==> src/rtl/max_pooling_2x2_stride_2x2_if.sv <==
// Pixel stream bus between the convolution stage, the 2x2 max-pool and its consumer.
interface max_pooling_2x2_stride_2x2_if;
  logic [31:0] Data_In;
  logic        Valid_In;
  logic [31:0] Data_Out;
  logic        Valid_Out;
  logic        Frame_Done;

  // Upstream/test side: drives pixels, observes pooled results
  modport master (
    output Data_In,
    output Valid_In,
    input  Data_Out,
    input  Valid_Out,
    input  Frame_Done
  );

  // Pooling block side
  modport slave (
    input  Data_In,
    input  Valid_In,
    output Data_Out,
    output Valid_Out,
    output Frame_Done
  );
endinterface

==> src/rtl/max_pooling_2x2_stride_2x2.sv <==
// Streaming 2x2 / stride-2 max-pool over a raster-order FP32 pixel stream.
// A pair register holds the left pixel of each horizontal pair; a half-width
// row buffer holds the top-row pair maxima until the matching bottom row arrives.
module max_pooling_2x2_stride_2x2 #(
  parameter int unsigned IMG_WIDHT  = 30,
  parameter int unsigned IMG_HEIGHT = 30
) (
  input  logic                          clk,
  input  logic                          rst,
  max_pooling_2x2_stride_2x2_if.slave   bus
);

  localparam int unsigned OUT_W = IMG_WIDHT / 2;
  localparam int unsigned OUT_H = IMG_HEIGHT / 2;
  localparam int unsigned COL_W = (IMG_WIDHT > 1) ? $clog2(IMG_WIDHT) : 1;
  localparam int unsigned ROW_W = (IMG_HEIGHT > 1) ? $clog2(IMG_HEIGHT) : 1;
  localparam int unsigned IDX_W = (OUT_W > 1) ? $clog2(OUT_W) : 1;

  localparam bit ODD_W = (IMG_WIDHT % 2) != 0;
  localparam bit ODD_H = (IMG_HEIGHT % 2) != 0;

  localparam logic [COL_W-1:0] COL_LAST      = COL_W'(IMG_WIDHT - 1);
  localparam logic [ROW_W-1:0] ROW_LAST      = ROW_W'(IMG_HEIGHT - 1);
  localparam logic [COL_W-1:0] COL_USED_LAST = COL_W'(2 * OUT_W - 1);
  localparam logic [ROW_W-1:0] ROW_USED_LAST = ROW_W'(2 * OUT_H - 1);

  // Map FP32 onto an unsigned key that orders like the real values (-0 < +0)
  function automatic logic [31:0] order_key(input logic [31:0] x);
    return x[31] ? ~x : (x | 32'h8000_0000);
  endfunction

  // Larger of two pixels; on a tie the earlier pixel (a) is kept
  function automatic logic [31:0] fp_max(input logic [31:0] a, input logic [31:0] b);
    return (order_key(b) > order_key(a)) ? b : a;
  endfunction

  logic [COL_W-1:0] col;
  logic [ROW_W-1:0] row;
  logic [31:0]      pair;
  logic [31:0]      rowbuf [OUT_W];

  logic [IDX_W-1:0] idx_c;
  logic [31:0]      pair_max_c;
  logic [31:0]      win_max_c;
  logic             col_used_c;
  logic             row_used_c;
  logic             col_last_c;
  logic             row_last_c;
  logic             win_last_c;

  // Window position decode and the two comparator stages
  always_comb begin
    idx_c      = IDX_W'(col >> 1);
    pair_max_c = fp_max(pair, bus.Data_In);
    win_max_c  = fp_max(rowbuf[idx_c], pair_max_c);
    col_used_c = !(ODD_W && (col == COL_LAST));
    row_used_c = !(ODD_H && (row == ROW_LAST));
    col_last_c = (col == COL_LAST);
    row_last_c = (row == ROW_LAST);
    win_last_c = (col == COL_USED_LAST) && (row == ROW_USED_LAST);
  end

  // Raster counters, pair register and registered pooled output
  always_ff @(posedge clk or posedge rst) begin
    if (rst) begin
      col            <= '0;
      row            <= '0;
      pair           <= '0;
      bus.Data_Out   <= '0;
      bus.Valid_Out  <= 1'b0;
      bus.Frame_Done <= 1'b0;
    end else begin
      bus.Valid_Out  <= 1'b0;
      bus.Frame_Done <= 1'b0;
      if (bus.Valid_In) begin
        if (col_last_c) begin
          col <= '0;
          row <= row_last_c ? '0 : row + 1'b1;
        end else begin
          col <= col + 1'b1;
        end
        if (col_used_c && row_used_c) begin
          if (!col[0]) begin
            pair <= bus.Data_In;
          end else if (row[0]) begin
            bus.Data_Out   <= win_max_c;
            bus.Valid_Out  <= 1'b1;
            bus.Frame_Done <= win_last_c;
          end
        end
      end
    end
  end

  // Top-row pair maxima; contents need no reset since every entry is written before it is read
  always_ff @(posedge clk) begin
    if (bus.Valid_In && col_used_c && row_used_c && col[0] && !row[0]) begin
      rowbuf[idx_c] <= pair_max_c;
    end
  end

endmodule

==> src/flat_wrapper.sv <==
// flat-port wrapper written by rule: the top's interface ports become plain ports
module max_pooling_2x2_stride_2x2_flat 
#(
  parameter int unsigned IMG_WIDHT  = 30,
  parameter int unsigned IMG_HEIGHT = 30
)
  (clk, rst, bus_Data_In, bus_Valid_In, bus_Data_Out, bus_Valid_Out, bus_Frame_Done);
  max_pooling_2x2_stride_2x2_if bus_i ();
  input  logic clk;
  input  logic rst;
  input wire logic [$bits(bus_i.Data_In)-1:0] bus_Data_In;
  input wire logic [$bits(bus_i.Valid_In)-1:0] bus_Valid_In;
  output wire logic [$bits(bus_i.Data_Out)-1:0] bus_Data_Out;
  output wire logic [$bits(bus_i.Valid_Out)-1:0] bus_Valid_Out;
  output wire logic [$bits(bus_i.Frame_Done)-1:0] bus_Frame_Done;
  assign bus_i.Data_In = bus_Data_In;
  assign bus_i.Valid_In = bus_Valid_In;
  assign bus_Data_Out = bus_i.Data_Out;
  assign bus_Valid_Out = bus_i.Valid_Out;
  assign bus_Frame_Done = bus_i.Frame_Done;
  max_pooling_2x2_stride_2x2 #(.IMG_WIDHT(IMG_WIDHT), .IMG_HEIGHT(IMG_HEIGHT)) u_core (.clk(clk), .rst(rst), .bus(bus_i));
endmodule
==> config.mk <==
export PLATFORM = sky130hd
export DESIGN_NAME = max_pooling_2x2_stride_2x2_flat
export DESIGN_NICKNAME = d
export VERILOG_FILES = /design/src/rtl/max_pooling_2x2_stride_2x2_if.sv /design/src/rtl/max_pooling_2x2_stride_2x2.sv /design/src/flat_wrapper.sv
export SDC_FILE = /design/constraint.sdc
export NUM_CORES = 1
export LEC_CHECK = 0
export ABC_AREA = 1
export BUFFER_PORTS_ARGS = -buffer_cell sky130_fd_sc_hd__buf_2
export CAP_MARGIN = 20
export CORE_ASPECT_RATIO = 2
export CORE_MARGIN = 1
export CORE_UTILIZATION = 50
export CTS_BUF_LIST = sky130_fd_sc_hd__clkbuf_4 sky130_fd_sc_hd__clkbuf_8
export CTS_CLUSTER_DIAMETER = 60
export DETAILED_ROUTE_END_ITERATION = 7
export PLACE_DENSITY = 0.73
export SETUP_SLACK_MARGIN = 0.3
export SLEW_MARGIN = 20
export SYNTH_ARGS = -nofsm -noshare
export SYNTH_HDL_FRONTEND = slang
export SYNTH_SLANG_ARGS = --single-unit
==> constraint.sdc <==
create_clock -name clk -period 6.6 [get_ports clk]
set_clock_uncertainty 0.2 [all_clocks]
set_input_delay 0.33 -clock clk [delete_from_list [all_inputs] [get_ports clk]]
set_output_delay 0.33 -clock clk [all_outputs]
set_load 0.005 [all_outputs]
==> results_dict.tcl, run 1 <==
set metrics [dict create \
    status "finished clean" \
    wl_per_cell_um 22.3 \
    netlist-cell-type-count 33 \
    seq_power_share_pct 33.8 \
    cts-root-to-sink-buffers 3 \
    cts.sinks 556 \
    internal_pwr_total_mw 8.40 \
    yosys_register_bits 556 \
    max_cap_violations 0 \
    die_width_um 160 \
    syn_area_sq_mm 0.0248 \
    largest_net_degree_at_the_start_of_global_routing 87 \
    vertical_die_dimension_um 317 \
    grt_first_pass_wirelength_um 99100 \
    drt_iter0_drc 1571 \
    die-area_sq_mm 0.0506 \
    routed_wirelength_um 65200 \
    number_of_enable_type_register_cells_in_the_synthesized_netlist 480 \
    detailed_place_hpwl_um 40700 \
    p_leak_nw 10.7 \
    whs_ps 39.5 \
    setup_slack_on_the_worst_flop_to_flop_path_ps 690 \
    netSwitchingPower_mw 6.67 \
    global_route.usage.total_pct 26.1 \
    buffer_ports.inserted 68 \
    syn-mean-instance-area_sq_um 11.8 \
    netlist_top_cells_count "sky130_fd_sc_hd__nand2_1, sky130_fd_sc_hd__edfxtp_1, sky130_fd_sc_hd__a22oi_1" \
    vdd.ir_drop.worst_mv 0.905 \
    most_frequent_cell_on_the_critical_path "sky130_fd_sc_hd__nand2_1" \
    crit_required_ps 6930 \
    clockPowerShare_pct 16.6 \
    drive_above_1_share_pct 12.8 \
    yosys_warnings 0 \
    worstPathArrival_ps 6240 \
    synth_seq_area_share_pct 65.7 \
    timing.final.crit_share_pct 89.5 \
    synth_nets 2214 \
    crit_path_start_kind "flop" \
    layout.core_utilization_pct 56.4 \
    ioPinCount 69 \
    timing.rr.start "u_core.pair[31]$_DFFE_PP0P_" \
    rows 115 \
    worstPathMaxFanout 49 \
    synth.most_common_cell "sky130_fd_sc_hd__nand2_1" \
    grt_overflow_total 0 \
    setup_repair_after_global_routing_missed_its_margin "false" \
    1st_pass_router_iterations 8 \
    worst_pin_slew_ps 1090 \
    p_per_area_mw_per_mm2 544 \
    vias_per_cell 5.91 \
    crit_type "reg -> reg" \
    area_growth_pct 11.5 \
    crit_path_top_delay_cell "sky130_fd_sc_hd__dfrtp_2" \
    synthesized_instance_count 2111 \
    worst_skew_pair.late_latency_ps 650 \
    netSwitchingFraction_pct 44.3 \
    min-delay-path-class "in -> reg" \
    hp-start "bus_Data_In[31]" \
    num-nets-final 2331 \
    comb_power_share_pct 49.6 \
    floorplan.initialDensity_pct 50.6 \
    core_sq_mm 0.0491 \
    tritoncts "done" \
    root_buffer "sky130_fd_sc_hd__clkbuf_8" \
    final_critical_path_setup_slack_ps 690 \
    place.gp.congestion 0.858 \
    totalNegativeSetupSlack_ps 0 \
    finalHoldViolations 0 \
    timing.slew.headroom_pct 27.1 \
    postSynth.asyncResetShare_pct 13.7 \
    finalMaxSlewViolations 0 \
    clkSlewWorstSetupHoldPaths_ps 80 \
    vias_in_the_first_global_route 17234 \
    cp_slowest_stage_delay_ps 640 \
    worstSetupStartpoint "u_core.pair[31]$_DFFE_PP0P_" \
    ys_dominant_reg_cell "sky130_fd_sc_hd__edfxtp_1" \
    setup-violations-final 0 \
    drc_errors 0 \
    cell_accounting_for_the_most_synthesized_area "sky130_fd_sc_hd__edfxtp_1" \
    number_of_setup_buffers_added_after_cts 0 \
    num_vias 17251 \
    cts_inserted_buffers 70 \
    cts_max_level 3 \
    achievable-frequency_mhz 169 \
    dp_worst_setup_slack_ps 404 \
    ys_top_cells_by_area "sky130_fd_sc_hd__edfxtp_1, sky130_fd_sc_hd__nand2_1, sky130_fd_sc_hd__dfrtp_1" \
    synthDominantCellAreaShare_pct 58.1 \
    number_of_nets_with_antenna_violations_after_detailed_routing 0 \
    cp-end-kind "flop" \
    antenna_found_initial 1 \
    layout_min_cycle_time_ps 5910 \
]
==> layer usage <==
| metal | global-route usage [%] | routed length (um) |
|---|---|---|
| met1 | 29.6 | 23200 |
| met2 | 47.6 | 34400 |
| met3 | 3.95 | 4690 |
| met4 | 13.2 | 2870 |
| met5 | 0 | 0 |
==> registers in the layout, indices dropped and copies added, names as in the netlist <==
register,flops
u_core.col,5
u_core.rowbuf,480
u_core.bus.Valid_Out,1
u_core.row,5
u_core.bus.Data_Out,32
u_core.pair,32
u_core.bus.Frame_Done,1
==> worst max-delay path: cells and delay by family (launching register included) <==
kind	cells	cell delay, ps
XOR/XNOR	1	120
buffers and inverters	4	1410
AO/OA/AOI/OAI	2	310
flip-flops	1	640
AND/OR/NAND/NOR	22	2500
adder cells (fa/ha/maj)	2	550
==> per-stage QoR <==
step	instances	area (sq um)	power, mW
after floorplan	2111	24800	10.2
after global placement	2757	25900	12.3
after detailed placement	2757	25900	12.5
after CTS	2917	27700	15.0
after global routing	2918	27700	16.0
final	2918	27700	15.1
==> kinds of logic (layout without fill, tap and decap cells) <==
family | count (synthesis) | after routing | synth area share [%]
adder cells (fa/ha/maj) | 68 | 68 | 3.43
AO/OA/AOI/OAI | 346 | 346 | 9.02
flip-flops | 556 | 556 | 65.7
multiplexers | 7 | 7 | 0.318
other | 0 | 1 | 0
XOR/XNOR | 94 | 94 | 3.32
AND/OR/NAND/NOR | 849 | 849 | 14.6
buffers and inverters | 191 | 354 | 3.54
==> cell type report <==
type	count	area, sq um
multi-input combinational	1364	7730
sequential	556	16300
timing repair buffer	158	1170
inverter	78	295
clock inverter	31	250
antenna	1	2.50
fill	3939	21400
clock buffer	87	1100
tap	643	805
==> power by group through the flow <==
stage                     sequential, mW  clock, mW  combinational (mW)
after floorplan                     5.08          0                5.13
after CTS                           5.08       2.52                7.41
after global placement              5.15          0                7.11
after detailed placement            5.15          0                7.35
final                               5.09       2.50                7.47
after global routing                5.12       2.67                8.26
==> path summary, 6_finish.rpt <==
path,cells past startpoint,end
min reg2reg,2,u_core.bus.Data_Out[24]$_DFFE_PP0P_
max,31,u_core.bus.Data_Out[5]$_DFFE_PP0P_
max reg2reg,31,u_core.bus.Data_Out[5]$_DFFE_PP0P_
min in group asynchronous,4,u_core.bus.Data_Out[4]$_DFFE_PP0P_
max in group asynchronous,5,u_core.pair[31]$_DFFE_PP0P_
min,3,u_core.pair[31]$_DFFE_PP0P_
==> timing repair <==
| action | 4_1_cts | 5_1_grt |
|---|---|---|
| hold buffers | 42 | 0 |
| hold endpoints to repair | 82 | 0 |
| setup endpoints to repair | 0 | 32 |
| resized for setup | 0 | 1 |
==> layout by cell type, fill, tap and decap left out, drive strengths merged <==
cell type | synthesis | layout
o21ai | 26 | 26
edfxtp | 480 | 480
nand4 | 6 | 6
xor2 | 61 | 61
diode | 0 | 1
ha | 68 | 68
a32oi | 2 | 2
inv | 78 | 77
bufinv | 0 | 4
clkinvlp | 0 | 2
dlygate4sd3 | 0 | 42
nand3 | 147 | 147
nor4 | 2 | 2
buf | 80 | 116
a21oi | 118 | 118
dfrtp | 76 | 76
mux2 | 7 | 7
o22ai | 1 | 1
clkbuf | 33 | 87
a211oi | 1 | 1
nor3b | 2 | 2
nor2 | 40 | 40
xnor2 | 33 | 33
nor3 | 46 | 46
o21a | 3 | 3
clkinv | 0 | 26
a22oi | 192 | 192
a21o | 2 | 2
nand2 | 606 | 606
o2bb2ai | 1 | 1
Note: power is estimated with default switching activity, not from simulation.
==> inputs of run 2 (changes only) <==
- RECOVER_POWER: default -> 50
==> results_dict.tcl, run 2 (same netlist as run 1, synthesis figures left out) <==
set metrics [dict create \
    cts-root-to-sink-buffers 3 \
    global_route.usage.total_pct 26.1 \
    hp-start "bus_Data_In[31]" \
    status "finished with violations" \
    placed_cells_incl_taps 2757 \
    critical_path.reg2reg.endpoint "u_core.rowbuf[2][21]$_DFFE_PP_" \
    timing.rr.start "u_core.col[2]$_DFFE_PP0P_" \
    area_growth_pct 10.6 \
    num-nets-final 2331 \
    worst_skew_pair.late_latency_ps 650 \
    die_width_um 160 \
    layout.cells.most_common_list "sky130_fd_sc_hd__nand2_1, sky130_fd_sc_hd__edfxtp_1, sky130_fd_sc_hd__a22oi_1" \
    die-area_sq_mm 0.0506 \
    post_route_non_filler_standard_cell_count 2918 \
    number_of_nets_with_antenna_violations_after_detailed_routing 0 \
    timing.hold.worst_path_depth 3 \
    finalMaxSlewViolations 437 \
    vertical_die_dimension_um 317 \
    timing.slew.headroom_pct -129 \
    setup-violations-final 0 \
    floorplan.initialDensity_pct 50.6 \
    cts_inserted_buffers 70 \
    p_per_area_mw_per_mm2 546 \
    crit_type "reg -> reg" \
    cp-end-kind "flop" \
    p_leak_nw 10.5 \
    buffer_ports.inserted 68 \
    rr_worst_depth 7 \
    drt_iter0_drc 1544 \
    worstPathArrival_ps 6140 \
    cp_slowest_stage_delay_ps 1740 \
    totalNegativeSetupSlack_ps 0 \
    vdd.ir_drop.worst_mv 0.903 \
    rows 115 \
    worstPathCellList "buf_4 -> inv_1 -> nor2_1 -> clkbuf_1 -> nand2_1 -> nor2_1 -> buf_4" \
    worstPathMaxFanout 33 \
    largest_net_degree_at_the_start_of_global_routing 87 \
    hold-path-endpoint "u_core.pair[31]$_DFFE_PP0P_" \
    grt_overflow_total 0 \
    place.gp.congestion 0.858 \
    drc_errors 0 \
    detailed_place_hpwl_um 40700 \
    routed_wirelength_um 65000 \
    ioPinCount 69 \
    cts_max_level 3 \
    setup_slack_on_the_worst_flop_to_flop_path_ps 560 \
    largest_reg_flops 480 \
    1st_pass_router_iterations 6 \
    failing_checks "max-capacitance violations, max-slew violations" \
    top_register_by_number_of_flip_flops "u_core.rowbuf" \
    grt_first_pass_wirelength_um 99100 \
    max_cap_violations 16 \
    crit_required_ps 6700 \
    timing.final.crit_share_pct 91.5 \
    cts.sinks 556 \
    layout.cells.most_common "sky130_fd_sc_hd__nand2_1" \
    achievable-frequency_mhz 166 \
    tritoncts "done" \
    drive_above_1_share_pct 9.85 \
    antenna_found_initial 1 \
    vias_per_cell 5.90 \
    finalHoldViolations 0 \
    root_buffer "sky130_fd_sc_hd__clkbuf_8" \
    setup_repair_after_global_routing_missed_its_margin "false" \
    largest_registers "u_core.rowbuf x480, u_core.bus.Data_Out x32, u_core.pair x32" \
    num_vias 17219 \
    wl_per_cell_um 22.3 \
    vias_in_the_first_global_route 17234 \
    worst_pin_slew_ps 3440 \
    min-delay-path-class "in -> reg" \
    crit_path_top_delay_cell "sky130_fd_sc_hd__nor2_1" \
    core_sq_mm 0.0491 \
    layout_min_cycle_time_ps 6040 \
    clkSlewWorstSetupHoldPaths_ps 70 \
    crit_path_start_kind "flop" \
    whs_ps 42.1 \
]
[run 2: cell count changes in the layout (fill, tap and decap cells not counted), moves of 2 or more]
cell	before	now
sky130_fd_sc_hd__clkbuf_1	0	46
sky130_fd_sc_hd__buf_2	68	41
sky130_fd_sc_hd__buf_4	44	24
sky130_fd_sc_hd__nor3_1	6	16
sky130_fd_sc_hd__nor3_2	39	30
sky130_fd_sc_hd__nor2_1	30	38
sky130_fd_sc_hd__nor2_4	9	2
sky130_fd_sc_hd__inv_1	69	71
sky130_fd_sc_hd__inv_2	7	5
[run 2: worst max-delay path, delay by kind of cell, from the launching register on]
kind	cells	cell delay (ps)
flops	1	350
simple gates	3	2490
buf+inv	4	2580
[run 2: power by group]
| part | total, mW | switching [mW] | internal, mW |
|---|---|---|---|
| combinational | 7.40 | 5.15 | 2.25 |
| clock | 2.50 | 1.25 | 1.26 |
| sequential | 5.10 | 0.230 | 4.87 |
| total | 15.0 | 6.63 | 8.37 |
[run 2: per-stage QoR]
stage	power (mW)	instance area [sq um]	utilization, %	setup WS [ps]
3_3_place_gp	12.3	25900	52.8	510
4_1_cts	15.0	27700	56.4	542
5_1_grt	16.0	27500	56.0	336
2_1_floorplan	10.2	24800	-	2000
3_5_place_dp	12.5	25900	52.8	404
6_report	15.0	27500	56.0	562
[run 2: layout make-up]
class | count | area (sq um)
sequential | 556 | 16300
multi-input combinational | 1364 | 7620
clock buffer | 87 | 1100
tap | 643 | 805
fill | 3987 | 21600
timing repair buffer | 158 | 1060
inverter | 78 | 295
antenna | 1 | 2.50
clock inverter | 31 | 250
[run 2: repair_timing]
action	in CTS	in global routing
hold buffers	42	0
gates resized for setup	0	1
endpoints found under the setup margin	0	32
buffers inserted	0	0
hold endpoints to repair	82	0
[run 2: layer usage]
layer | track usage (%) | wire, um
met4 | 13.2 | 2820
met2 | 47.6 | 34500
met3 | 3.95 | 4480
met1 | 29.6 | 23300
met5 | 0 | 0
[run 2: worst max path at each step]
stage | to | startpoint | cells past startpoint | slack [ps]
global route | u_core.bus.Data_Out[5]$_DFFE_PP0P_ | u_core.pair[31]$_DFFE_PP0P_ | 31 | 340
detailed placement | u_core.bus.Data_Out[5]$_DFFE_PP0P_ | bus_Data_In[31] | 32 | 400
floorplan | u_core.bus.Data_Out[0]$_DFFE_PP0P_ | u_core.pair[31]$_DFFE_PP0P_ | 30 | 2000
finish | u_core.rowbuf[2][21]$_DFFE_PP_ | u_core.col[2]$_DFFE_PP0P_ | 7 | 560
global placement | u_core.bus.Data_Out[3]$_DFFE_PP0P_ | bus_Data_In[31] | 32 | 510
CTS | u_core.bus.Data_Out[5]$_DFFE_PP0P_ | u_core.pair[31]$_DFFE_PP0P_ | 31 | 540
==> inputs of run 3 (changes only) <==
- CELL_PAD_IN_SITES_DETAIL_PLACEMENT: default -> 2
- CELL_PAD_IN_SITES_GLOBAL_PLACEMENT: default -> 2
- CORE_UTILIZATION: 50 -> 45
- PLACE_DENSITY: 0.73 -> 0.89
- RECOVER_POWER: 50 -> default
==> results_dict.tcl, run 3 (same netlist as run 1, synthesis figures left out) <==
set metrics [dict create \
    setup-violations-final 0 \
    die_width_um 168 \
    crit_type "reg -> reg" \
    vias_in_the_first_global_route 23012 \
    1st_pass_router_iterations 7 \
    timing.final.crit_share_pct 98.5 \
    antenna_found_initial 2 \
    vertical_die_dimension_um 334 \
    layout.cells.most_common_list "sky130_fd_sc_hd__nand2_1, sky130_fd_sc_hd__edfxtp_1, sky130_fd_sc_hd__a22oi_1" \
    seqCellArea_sq_mm 0.0163 \
    grt_first_pass_wirelength_um 170000 \
    top_register_by_number_of_flip_flops "u_core.rowbuf" \
    clkSlewWorstSetupHoldPaths_ps 90 \
    die-area_sq_mm 0.0562 \
    min-delay-path-class "in -> reg" \
    num-nets-final 2359 \
    finalHoldViolations 0 \
    layout.cell_area.non_filler_sq_mm 0.0283 \
    largest_net_degree_at_the_start_of_global_routing 118 \
    global_route.usage.total_pct 42.8 \
    worst_pin_slew_ps 1160 \
    tritoncts "done" \
    layout.cells.most_common "sky130_fd_sc_hd__nand2_1" \
    largest_reg_flops 480 \
    core_sq_mm 0.0545 \
    drt_iter0_drc 2454 \
    crit_required_ps 7020 \
    detailed_place_hpwl_um 59200 \
    cts.sinks 556 \
    totalNegativeSetupSlack_ps 0 \
    buffer_ports.inserted 68 \
    wl_per_cell_um 39.7 \
    place.gp.congestion 0.792 \
    ioPinCount 69 \
    worstPathMaxFanout 25 \
    vias_per_cell 6.91 \
    achievable-frequency_mhz 154 \
    cts_max_level 3 \
    worstPathArrival_ps 6920 \
    status "finished clean" \
    setup_repair_after_global_routing_missed_its_margin "false" \
    floorplan.initialDensity_pct 45.5 \
    num_vias 20718 \
    routed_wirelength_um 119000 \
    max_cap_violations 0 \
    multiInputGateArea_sq_mm 0.00783 \
    crit_path_start_kind "flop" \
    rows 121 \
    number_of_nets_with_antenna_violations_after_detailed_routing 0 \
    layout_min_cycle_time_ps 6500 \
    filler_cell_count_in_the_final_layout 5281 \
    drive_above_1_share_pct 15.8 \
    root_buffer "sky130_fd_sc_hd__clkbuf_8" \
    cp-end-kind "flop" \
    area_after_dpl_sq_mm 0.0259 \
    whs_ps 106 \
    drc_errors 0 \
    cts-root-to-sink-buffers 3 \
    cts_inserted_buffers 82 \
    most_frequent_cell_on_the_critical_path "sky130_fd_sc_hd__nand2_1" \
    timing.slew.headroom_pct 22.5 \
    grt_overflow_total 0 \
    worst_skew_pair.late_latency_ps 690 \
    crit_path_top_delay_cell "sky130_fd_sc_hd__dfrtp_4" \
    cp_slowest_stage_delay_ps 560 \
    finalMaxSlewViolations 0 \
    area_growth_pct 13.9 \
    largest_registers "u_core.rowbuf x480, u_core.bus.Data_Out x32, u_core.pair x32" \
]
run 3: changes by cell type in the layout (fill, tap and decap cells not counted), sizes merged:
cell      previous run  this run
buf                 69       132
bufinv               4         1
clkbuf             134       120
clkinv              25        31
clkinvlp             3         4
inv                 77        73
run 3: metrics by stage:
stage	instances	setup WS (ps)	util, %
after floorplan	2111	2000	-
after global placement	2790	333	47.5
after detailed placement	2790	16.4	47.5
after CTS	2986	374	51.4
after global routing	3000	224	51.9
final	3000	102	51.9
run 3: what timing repair did:
item | in CTS | in global routing
endpoints found under the hold margin | 66 | 0
gates resized for setup | 10 | 40
hold buffers | 42 | 0
setup endpoints to repair | 32 | 32
buffers inserted | 3 | 11
pin swaps | 0 | 1
run 3: worst max-delay path, delay by kind of cell (launching register included):
family | cells | cell delay (ps)
AND/OR/NAND/NOR | 20 | 3110
adder cells (fa/ha/maj) | 2 | 650
flip-flops | 1 | 560
XOR/XNOR | 1 | 250
buffers and inverters | 5 | 1060
AO/OA/AOI/OAI | 2 | 550
run 3: layout make-up:
cell class,count,share of cell area [%]
Sequential cell,556,57.7
Multi-Input combinational cell,1364,27.7
Clock buffer,120,5.13
Timing Repair Buffer,174,4.78
Tap cell,676,2.99
Inverter,78,1.09
Clock inverter,31,0.571
Antenna cell,1,0.00885
run 3: path summary, 6_finish.rpt:
kind | start | to | slack [ps] | cells after the start
max reg2reg | u_core.pair[31]$_DFFE_PP0P_ | u_core.bus.Data_Out[13]$_DFFE_PP0P_ | 100 | 30
min | bus_Data_In[31] | u_core.pair[31]$_DFFE_PP0P_ | 110 | 3
max | u_core.pair[31]$_DFFE_PP0P_ | u_core.bus.Data_Out[13]$_DFFE_PP0P_ | 100 | 30
max in group asynchronous | rst | u_core.pair[31]$_DFFE_PP0P_ | 4200 | 5
min reg2reg | u_core.bus.Data_Out[1]$_DFFE_PP0P_ | u_core.bus.Data_Out[1]$_DFFE_PP0P_ | 330 | 2
min in group asynchronous | rst | u_core.row[3]$_DFFE_PP0P_ | 530 | 4
run 3: per-layer routing:
layer	routed length [um]	up-vias	GRT usage (%)
met3	9770	654	8.25
met4	11000	2	35.8
met2	57500	1709	70.2
met5	10	-	0
met1	40900	10508	48.1
li1	-	7845	-
Power of run 3 is left out: the tool's default activity adds up to more than one toggle a clock period on the data nets, which glitch-free logic cannot reach.
